### config.mk
export PLATFORM = sky130hd
export DESIGN_NAME = alarm_controller_flat
export DESIGN_NICKNAME = d
export VERILOG_FILES = /design/src/rtl/alarm_controller_pkg.sv /design/src/rtl/alarm_controller_if.sv /design/src/rtl/alarm_controller_bcd_time_add.sv /design/src/rtl/alarm_controller.sv /design/src/flat_wrapper.sv
export SDC_FILE = /design/constraint.sdc
export NUM_CORES = 1
export LEC_CHECK = 0
export ABC_AREA = 1
export CAP_MARGIN = 0
export CELL_PAD_IN_SITES_DETAIL_PLACEMENT = 1
export CELL_PAD_IN_SITES_GLOBAL_PLACEMENT = 2
export CORE_AREA = 2 2 116 118
export CTS_BUF_LIST = sky130_fd_sc_hd__clkbuf_8 sky130_fd_sc_hd__clkbuf_16
export CTS_CLUSTER_SIZE = 12
export DETAILED_ROUTE_END_ITERATION = 10
export DIE_AREA = 0 0 118 120
export PLACE_DENSITY_LB_ADDON = 0.1
export SKIP_CTS_REPAIR_TIMING = 1
export SLEW_MARGIN = 20
export SYNTH_ARGS = -nofsm -noshare
export SYNTH_HDL_FRONTEND = slang
export SYNTH_SLANG_ARGS = --single-unit
### constraint.sdc
create_clock -name clk -period 5 [get_ports clk]
set_input_delay 0.75 -clock clk [delete_from_list [all_inputs] [get_ports clk]]
set_output_delay 0.75 -clock clk [all_outputs]
set_load 0.03 [all_outputs]
### src/rtl/alarm_controller_pkg.sv
// Shared types and BCD constants for the alarm stage.
// Also holds the alarm-time legality check used on the set port.
package alarm_controller_pkg;

  typedef enum logic [1:0] {
    IDLE    = 2'd0,
    RINGING = 2'd1,
    SNOOZE  = 2'd2
  } state_t;

  localparam logic [7:0] BCD_12 = 8'h12;
  localparam logic [7:0] BCD_11 = 8'h11;
  localparam logic [7:0] BCD_59 = 8'h59;
  localparam logic [7:0] BCD_00 = 8'h00;

  // Hours 01..12 and minutes 00..59, every nibble a legal BCD digit.
  function automatic logic bcd_time_ok(input logic [7:0] hh, input logic [7:0] mm);
    logic hh_ok;
    logic mm_ok;
    hh_ok = ((hh[7:4] == 4'd0) && (hh[3:0] >= 4'd1) && (hh[3:0] <= 4'd9)) ||
            ((hh[7:4] == 4'd1) && (hh[3:0] <= 4'd2));
    mm_ok = (mm[7:4] <= 4'd5) && (mm[3:0] <= 4'd9);
    return hh_ok && mm_ok;
  endfunction

endpackage

### src/rtl/alarm_controller_if.sv
// Alarm-time load port. A transfer happens on a clock edge where set_valid && set_ready;
// the offer fields must be stable while set_valid is high, and set_err answers a rejected transfer one edge later.
interface alarm_controller_if;
  logic       set_valid;
  logic       set_ready;
  logic [7:0] set_hh;
  logic [7:0] set_mm;
  logic       set_pm;
  logic       set_err;

  modport master (
    output set_valid, set_hh, set_mm, set_pm,
    input  set_ready, set_err
  );

  modport slave (
    input  set_valid, set_hh, set_mm, set_pm,
    output set_ready, set_err
  );
endinterface

### src/rtl/alarm_controller_bcd_time_add.sv
// Combinational add of 0..59 minutes to a 12-hour BCD time.
// Carries into the hour with 11->12 toggling AM/PM and 12->01 keeping it.
module bcd_time_add
  import alarm_controller_pkg::*;
(
  input  logic [7:0] hh,
  input  logic [7:0] mm,
  input  logic       pm,
  input  logic [5:0] add_min,
  output logic [7:0] sum_hh,
  output logic [7:0] sum_mm,
  output logic       sum_pm
);

  logic [7:0] total;
  logic [7:0] mins;
  logic       carry;

  always_comb begin
    total  = (8'(mm[7:4]) * 8'd10) + 8'(mm[3:0]) + 8'(add_min);
    carry  = (total >= 8'd60);
    mins   = carry ? (total - 8'd60) : total;
    sum_mm = {4'(mins / 8'd10), 4'(mins % 8'd10)};

    sum_hh = hh;
    sum_pm = pm;
    if (carry) begin
      if (hh == BCD_11) begin
        sum_hh = BCD_12;
        sum_pm = ~pm;
      end else if (hh == BCD_12) begin
        sum_hh = 8'h01;
      end else if (hh[3:0] == 4'd9) begin
        sum_hh = {hh[7:4] + 4'd1, 4'd0};
      end else begin
        sum_hh = hh + 8'd1;
      end
    end
  end

endmodule

### src/rtl/alarm_controller.sv
// Programmable alarm: holds an alarm time, rings on the rising edge of a time match,
// and handles stop, snooze re-ring and ring timeout.
module alarm_controller
  import alarm_controller_pkg::*;
#(
  parameter int RING_SECS  = 60,
  parameter int SNOOZE_MIN = 9
) (
  input  logic                clk,
  input  logic                reset,
  input  logic                tick,
  input  logic [7:0]          cur_hh,
  input  logic [7:0]          cur_mm,
  input  logic [7:0]          cur_ss,
  input  logic                cur_pm,
  input  logic                arm,
  alarm_controller_if.slave   set_port,
  input  logic                stop,
  input  logic                snooze,
  output logic                ring,
  output logic                snoozing,
  output logic                missed,
  output logic [7:0]          alarm_hh,
  output logic [7:0]          alarm_mm,
  output logic                alarm_pm,
  output state_t              state_dbg
);

  localparam int CW = $clog2(RING_SECS + 1);
  localparam logic [CW-1:0] RING_LAST = CW'(RING_SECS - 1);

  state_t        state;
  state_t        next_state;
  logic [CW-1:0] ring_cnt;
  logic [7:0]    snz_hh;
  logic [7:0]    snz_mm;
  logic          snz_pm;
  logic [7:0]    add_hh;
  logic [7:0]    add_mm;
  logic          add_pm;
  logic [7:0]    t_hh;
  logic [7:0]    t_mm;
  logic          t_pm;
  logic          m;
  logic          m_q;
  logic          evt;
  logic          set_fire;
  logic          set_ok;
  logic          cnt_clr;
  logic          cnt_inc;
  logic          snz_load;
  logic          missed_nxt;

  bcd_time_add u_snooze_add (
    .hh      (cur_hh),
    .mm      (cur_mm),
    .pm      (cur_pm),
    .add_min (6'(SNOOZE_MIN)),
    .sum_hh  (add_hh),
    .sum_mm  (add_mm),
    .sum_pm  (add_pm)
  );

  assign set_port.set_ready = (state == IDLE);
  assign set_fire  = set_port.set_valid && set_port.set_ready;
  assign set_ok    = bcd_time_ok(set_port.set_hh, set_port.set_mm);
  assign state_dbg = state;

  // The match target follows the snooze time only while snoozing.
  always_comb begin
    t_hh = alarm_hh;
    t_mm = alarm_mm;
    t_pm = alarm_pm;
    if (state == SNOOZE) begin
      t_hh = snz_hh;
      t_mm = snz_mm;
      t_pm = snz_pm;
    end
    m   = (cur_ss == BCD_00) && (cur_hh == t_hh) && (cur_mm == t_mm) && (cur_pm == t_pm);
    evt = m && !m_q;
  end

  always_comb begin
    next_state = state;
    cnt_clr    = 1'b0;
    cnt_inc    = 1'b0;
    snz_load   = 1'b0;
    missed_nxt = 1'b0;
    case (state)
      IDLE: begin
        if (arm && evt) begin
          next_state = RINGING;
          cnt_clr    = 1'b1;
        end
      end
      RINGING: begin
        if (!arm || stop) begin
          next_state = IDLE;
        end else if (snooze) begin
          next_state = SNOOZE;
          snz_load   = 1'b1;
        end else if (tick && (ring_cnt == RING_LAST)) begin
          next_state = IDLE;
          missed_nxt = 1'b1;
        end else if (tick) begin
          cnt_inc = 1'b1;
        end
      end
      SNOOZE: begin
        if (!arm || stop) begin
          next_state = IDLE;
        end else if (evt) begin
          next_state = RINGING;
          cnt_clr    = 1'b1;
        end
      end
      default: next_state = IDLE;
    endcase
  end

  always_ff @(posedge clk) begin
    if (reset) begin
      state            <= IDLE;
      ring             <= 1'b0;
      snoozing         <= 1'b0;
      missed           <= 1'b0;
      set_port.set_err <= 1'b0;
      ring_cnt         <= '0;
      m_q              <= 1'b0;
      alarm_hh         <= BCD_12;
      alarm_mm         <= BCD_00;
      alarm_pm         <= 1'b0;
      snz_hh           <= BCD_12;
      snz_mm           <= BCD_00;
      snz_pm           <= 1'b0;
    end else begin
      state            <= next_state;
      ring             <= (next_state == RINGING);
      snoozing         <= (next_state == SNOOZE);
      missed           <= missed_nxt;
      set_port.set_err <= set_fire && !set_ok;
      m_q              <= m;
      if (cnt_clr) begin
        ring_cnt <= '0;
      end else if (cnt_inc) begin
        ring_cnt <= ring_cnt + CW'(1);
      end
      if (set_fire && set_ok) begin
        alarm_hh <= set_port.set_hh;
        alarm_mm <= set_port.set_mm;
        alarm_pm <= set_port.set_pm;
      end
      if (snz_load) begin
        snz_hh <= add_hh;
        snz_mm <= add_mm;
        snz_pm <= add_pm;
      end
    end
  end

endmodule

### src/flat_wrapper.sv
// flat-port wrapper written by rule: the top's interface ports become plain ports
module alarm_controller_flat import alarm_controller_pkg::*;
#(
  parameter int RING_SECS  = 60,
  parameter int SNOOZE_MIN = 9
)
  (clk, reset, tick, cur_hh, cur_mm, cur_ss, cur_pm, arm, stop, snooze, ring, snoozing, missed, alarm_hh, alarm_mm, alarm_pm, state_dbg, set_port_set_valid, set_port_set_hh, set_port_set_mm, set_port_set_pm, set_port_set_ready, set_port_set_err);
  alarm_controller_if set_port_i ();
  input  logic clk;
  input  logic reset;
  input  logic tick;
  input  logic [7:0] cur_hh;
  input  logic [7:0] cur_mm;
  input  logic [7:0] cur_ss;
  input  logic cur_pm;
  input  logic arm;
  input  logic stop;
  input  logic snooze;
  output logic ring;
  output logic snoozing;
  output logic missed;
  output logic [7:0] alarm_hh;
  output logic [7:0] alarm_mm;
  output logic alarm_pm;
  output state_t state_dbg;
  input wire logic [$bits(set_port_i.set_valid)-1:0] set_port_set_valid;
  input wire logic [$bits(set_port_i.set_hh)-1:0] set_port_set_hh;
  input wire logic [$bits(set_port_i.set_mm)-1:0] set_port_set_mm;
  input wire logic [$bits(set_port_i.set_pm)-1:0] set_port_set_pm;
  output wire logic [$bits(set_port_i.set_ready)-1:0] set_port_set_ready;
  output wire logic [$bits(set_port_i.set_err)-1:0] set_port_set_err;
  assign set_port_i.set_valid = set_port_set_valid;
  assign set_port_i.set_hh = set_port_set_hh;
  assign set_port_i.set_mm = set_port_set_mm;
  assign set_port_i.set_pm = set_port_set_pm;
  assign set_port_set_ready = set_port_i.set_ready;
  assign set_port_set_err = set_port_i.set_err;
  alarm_controller #(.RING_SECS(RING_SECS), .SNOOZE_MIN(SNOOZE_MIN)) u_core (.clk(clk), .reset(reset), .tick(tick), .cur_hh(cur_hh), .cur_mm(cur_mm), .cur_ss(cur_ss), .cur_pm(cur_pm), .arm(arm), .set_port(set_port_i), .stop(stop), .snooze(snooze), .ring(ring), .snoozing(snoozing), .missed(missed), .alarm_hh(alarm_hh), .alarm_mm(alarm_mm), .alarm_pm(alarm_pm), .state_dbg(state_dbg));
endmodule
== Word-level counts from Yosys, hierarchy flattened ==
Cells that the tools add are included.
W data, S select, Z words.

* Eq/ne operators: 12
* Multiply operators: 1
* Add/subtract/negate cells: 6
* Divide/modulo/power cells: 2
* Bitwise gates (word level): 2
* Multiplexer cells: 30
* Reductions and logical operators: 24
* Magnitude comparators: 6

{| class="wikitable"
|+ Operators by type and width
! kind !! count
|-
| $mux W8 || 7
|-
| $eq A8 B5 Y1 const B || 2
|-
| $eq A8 B8 Y1 || 2
|-
| $mux W1 || 15
|-
| $logic_and A1 B1 Y1 || 14
|-
| $mux W2 || 6
|-
| $add A8 B1 Y8 const B || 1
|-
| $add A8 B4 Y8 || 1
|-
| $add A8 B4 Y8 const B || 1
|-
| $div A8 B4 Y8 const B || 1
|-
| $ge A8 B6 Y1 const B || 1
|-
| $le A4 B4 Y1 const B || 2
|-
| $logic_not A8 Y1 || 1
|-
| $mod A8 B4 Y8 const B || 1
|-
| $sub A8 B6 Y8 const B || 1
|-
| $mul A4 B3 Y7 const B || 1
|-
| $add A6 B1 Y6 const B || 1
|-
| $eq A6 B6 Y1 const B || 1
|-
| $pmux W2 S3 || 1
|-
| $add A4 B1 Y4 const B || 1
|-
| $eq A2 B1 Y1 const B || 2
|-
| $eq A2 B2 Y1 const B || 2
|-
| $eq A4 B1 Y1 const B || 1
|-
| $eq A4 B4 Y1 const B || 1
|-
| other kinds (12) || 16
|}

* Output and inout port bits: 24
* Flip-flop bits (word level): 47
* Bits of input ports: 49

== Logic depth before layout (Yosys ltp) ==
* Depth after elaboration: 11
* Gate-level depth with buffers: 37
* Depth with buffers taken out: 37

== Cells and area by module ==
From an unflattened synthesis, not the netlist that was laid out.

* Cells, all modules: 685
* Area total of the unflattened synthesis: 4,151.5 um2

{| class="wikitable"
|+ By module, submodules not included
! module !! area an instance (um2) !! seq. area each (um2) !! cells each !! instances
|-
| alarm_controller || 2,600.0 || 940.9 || 418 || 1
|-
| bcd_time_add || 1,551.5 || 0.0 || 267 || 1
|}

== Least setup slack after synthesis ==
No wires, ideal clock.

* Path type: input to register
* Start point: input port cur_mm[4]
* End point: register u_core.snz_mm[1]
* Path buffers: 0
* Slack: 0.891 ns
* Required time: 4.891 ns
* Stages on the path: 34
* Library setup time: 0.109 ns
* Arrival time: 4.000 ns
* Cells stage by stage: ha_1 -> inv_1 -> ha_1 -> inv_1 -> ha_1 -> inv_1 -> nand2_1 -> nand2_1 -> inv_1 -> ha_1 -> inv_1 -> nor2_2 -> nand2_4 -> nand3_4 -> o21ai_4 -> o21ai_2 -> nand2_2 -> nand2_2 -> nand2_2 -> nand3_2 -> nand2_2 -> nand2_2 -> nand2_1 -> nand3_2 -> nand2_2 -> nand2_2 -> nand2_2 -> nand3_1 -> nand2_1 -> nand3_1 -> nand2_1 -> nand3_1 -> nand2_1 -> inv_1

* Word-level cells in the longest chain between the ends: 6
* Elaborated cells on any way between the ends: 7

{| class="wikitable"
|+ Ends and longest elaborated chain
! what !! line !! text
|-
| from (decl) || flat_wrapper.sv:13 || <nowiki>input logic [7:0] cur_mm;</nowiki>
|-
| $mul A4 B3 Y7 * || alarm_controller_bcd_time_add.sv:20 || <nowiki>total = (8'(mm[7:4]) * 8'd10) + 8'(mm[3:0]) + 8'(add_min);</nowiki>
|-
| $add A8 B4 Y8 * (2 in a row) || alarm_controller_bcd_time_add.sv:20 ||
|-
| $sub A8 B6 Y8 or $ge A8 B6 Y1 (tied branches) || alarm_controller_bcd_time_add.sv:22, alarm_controller_bcd_time_add.sv:21 ||
|-
| $mux W8 * || alarm_controller_bcd_time_add.sv:22 || <nowiki>mins = carry ? (total - 8'd60) : total;</nowiki>
|-
| $mod A8 B4 Y8 * || alarm_controller_bcd_time_add.sv:23 || <nowiki>sum_mm = {4'(mins / 8'd10), 4'(mins % 8'd10)};</nowiki>
|-
| to (signal assigned) || alarm_controller.sv:155 || <nowiki>snz_mm <= add_mm;</nowiki>
|-
| to (decl) || alarm_controller.sv:36 || <nowiki>logic [7:0] snz_mm;</nowiki>
|}

Every way passes the cells marked *; elsewhere a longest branch is shown, timed or not.
A chain may end at the register's enable or synchronous reset.

== Worst setup path after layout ==
* Start point: input port cur_mm[5]
* End point: register u_core.snz_mm[2]

Same word-level chain as after synthesis.

==> out/metrics.yaml <==
die:
  dieArea_sq_um: 14200
  start_util: 0.265
  die_h_um: 120
  die_w_um: 118
  pin_count: 73
  core.rowCount: 42
  coreArea_sq_um: 13000
power_and_ir_drop:
  ir_worst_vdd_mv: 0.229
  p_leak_nw: 2.15
  power.share.sequential: 0.228
  powerDensity_nw_per_um2: 345
  internal_power_w: 0.000941
  switchingPower_w: 0.000711
  switching_share: 0.430
  combPwrFrac: 0.564
  clkPwrFrac: 0.209
grt:
  grtUsageTotal: 0.164
  grt-ovfl-total: 0
  grt_antenna_before_repair: 0
  grt_pass1_wl_um: 19100
  grt_max_degree: 26
  grt_pass1_vias: 3999
clocking:
  clk_pin_slew_ps: 70
  htreeDepth: 2
  clock_path_buffers: 2
  cts_made_buffers: 5
  tritoncts: "done"
  root_buffer: "clkbuf_16"
  worstSkewPairLatency_ps: 290
  clkSinkCount: 47
synthesis:
  syn_area_sq_um: 3440
  yosysSeqAreaShare: 0.273
  synth-simple-area-share: 0.316
  ys_seq_elements: 47
  synth.area.top_cells: "dfxtp_1, nand2_1, inv_1"
  synthXorXnorAreaFrac: 0.0458
  synth_edf_count: 0
  synth_top_family_by_area: "simple AND/OR/NAND/NOR gates"
  synth_cell_types: 38
  synth_most_common_cell: "nand2_1"
  synth_compound_gate_area_share: 0.180
  synth-adder-area-share: 0.0698
  synthTopCellsByCount: "nand2_1, inv_1, o21ai_0, dfxtp_1, nor2_1"
  syn-num-nets: 604
  syn_inst: 537
  yosys.area.top_type: "dfxtp_1"
  synth_mux_area_frac: 0
  synth_top_area_frac: 0.273
  yosysWarnings: 0
  ys.flop_type: "dfxtp_1"
  avgSynthCellArea_sq_um: 6.41
  async_flop_share: 0
final_layout:
  antennaDiodeCount: 0
  area_delta_synth_final_pct: 39.0
  fillers: 1669
  multiInputGateArea_sq_um: 2220
  final_nets: 695
  ff_latch_area_sq_um: 941
  postLayoutCoreUtil: 0.369
  layout-drive-gt1-share: 0.134
timing:
  tns_ps: 0
  fin_skew_ps: 4.42
  drv_slew: 0
  worst_slew_pin_slew_ps: 741
  hold_viol_final: 0
  setup_viol_count_final: 0
  post-route-min-period_ps: 4620
  period_share: 0.924
  relSlewSlack: 0.505
  layout_setup_ws_ps: 381
  max_freq_mhz: 217
worst_setup_path:
  critPathLaunchType: "input port"
  r2r_end: "u_core.ring_cnt[1]"
  critPathMaxFanout: 6
  crit_slowest_cell: "fa_2"
  reg2reg_depth: 15
  crit_arrival_ps: 4830
  endpoint_kind: "register"
  r2r_setup_slack_ps: 2010
  cpPeakStageDelay_ps: 500
  cpMostUsedCell: "nand2_1"
  r2r-start: "u_core.state_dbg[1]"
  critPathKind: "input port to register"
  crit_required_ps: 5210
routing:
  wire_per_inst_um: 14.0
  drtAntennaViolNets: 0
  via_count: 3713
  via_per_inst: 4.61
  drcViolationCount: 0
  totalWireLength_um: 11200
  drtIter0Drc: 124
  first_pass_iters: 4
min_path:
  hp-start: "u_core.ring_cnt[5]"
  hold_class: "register to register"
  worstHoldEndpoint: "u_core.ring_cnt[5]"
  whs_path_depth: 2
placed_design:
  finalWeightedCongestion: 0.766
  dp_hpwl_um: 9240
  pre_cts_ws_ps: -267
  port_buffers: 72
flow_run:
  maxCapViolCount: 0
status:
  status: "finished, final reports clean"
-- power groups by stage --
stage	Clock [W]	Sequential [W]	Combinational, W
floorplan	0	0.000387	0.000572
global placement	0	0.000384	0.000805
detailed placement	0	0.000384	0.000827
CTS	0.000353	0.000376	0.000831
global route	0.000368	0.000376	0.00105
finish	0.000344	0.000376	0.000931
-- layer usage --
metal  part of all wire  global-route usage
met5                  0                   0
met4              0.016              0.0422
met3              0.025              0.0233
met2               0.51               0.304
met1               0.45               0.199
-- cells in the final DEF (no fill, tap or decap), types with 2 or more instances in the layout --
| cell | netlist | layout |
|---|---|---|
| o21ai_2 | 2 | 3 |
| nand3_1 | 35 | 30 |
| ha_4 | 0 | 3 |
| inv_1 | 88 | 86 |
| nand2_4 | 3 | 6 |
| nor3_1 | 13 | 13 |
| buf_4 | 0 | 25 |
| inv_2 | 3 | 6 |
| xnor2_1 | 5 | 5 |
| nand2_1 | 111 | 105 |
| o21ai_1 | 4 | 3 |
| nand3_2 | 2 | 7 |
| dfxtp_1 | 47 | 47 |
| a21oi_1 | 33 | 33 |
| o211ai_1 | 5 | 5 |
| nand4_1 | 12 | 12 |
| nor2_2 | 2 | 2 |
| a21oi_2 | 4 | 4 |
| a221oi_1 | 2 | 2 |
| clkbuf_16 | 0 | 5 |
| clkdlybuf4s50_1 | 0 | 71 |
| nand2_2 | 11 | 14 |
| nor2_1 | 45 | 44 |
| fa_2 | 0 | 2 |
| xor2_1 | 13 | 13 |
| ha_1 | 16 | 13 |
| nor4_1 | 3 | 3 |
| o21ai_0 | 51 | 51 |
-- registers in the layout, indices dropped and copies added (netlist names), 2 cells and up --
signal,cells
u_core.snz_hh,8
u_core.snz_mm,8
u_core.alarm_mm,8
u_core.alarm_hh,8
u_core.state_dbg,2
u_core.ring_cnt,6
-- worst max-delay path: cells and delay by family --
family	cells	cell delay (ps)
fa+ha+maj	3	1020
simple gates	20	1780
compound gates	4	660
buf+inv	3	600
-- worst max-delay path by stage --
stage,startpoint,end,slack [ps],cells past startpoint
2_1_floorplan,cur_mm[4],u_core.snz_mm[1],890,34
3_3_place_gp,cur_mm[4],u_core.snz_mm[2],-130,34
3_5_place_dp,cur_mm[4],u_core.snz_mm[1],-270,32
4_1_cts,cur_mm[4],u_core.snz_mm[1],20,32
5_1_grt,cur_mm[5],u_core.snz_mm[1],-5,34
6_report,cur_mm[5],u_core.snz_mm[2],380,30
-- per-stage QoR --
stage | hold WS, ps | instances | area, sq um | total power [W]
floorplan | 430 | 537 | 3440 | 0.000959
global placement | 448 | 794 | 4500 | 0.00119
detailed placement | 455 | 794 | 4500 | 0.00121
CTS | 468 | 802 | 4650 | 0.00156
global route | 494 | 805 | 4790 | 0.00179
finish | 465 | 805 | 4790 | 0.00165
-- kinds of logic (layout without fill, tap and decap cells) --
group | Yosys count | in the layout
DFF | 47 | 47
adders and majority gates | 18 | 18
xor gates and xnor gates | 18 | 18
and+or+nand+nor | 240 | 240
buffers and inverters | 105 | 197
AOI/OAI and AO/OA | 109 | 109
-- final cells by class --
type / instances / share of cell area
sequential: 47 / 0.197
inverter: 92 / 0.0724
multi-input combinational: 385 / 0.463
tap: 176 / 0.0460
clock buffer: 6 / 0.0290
clock inverter: 2 / 0.00261
timing repair buffer: 97 / 0.190
(Power assumes the default switching activity.)
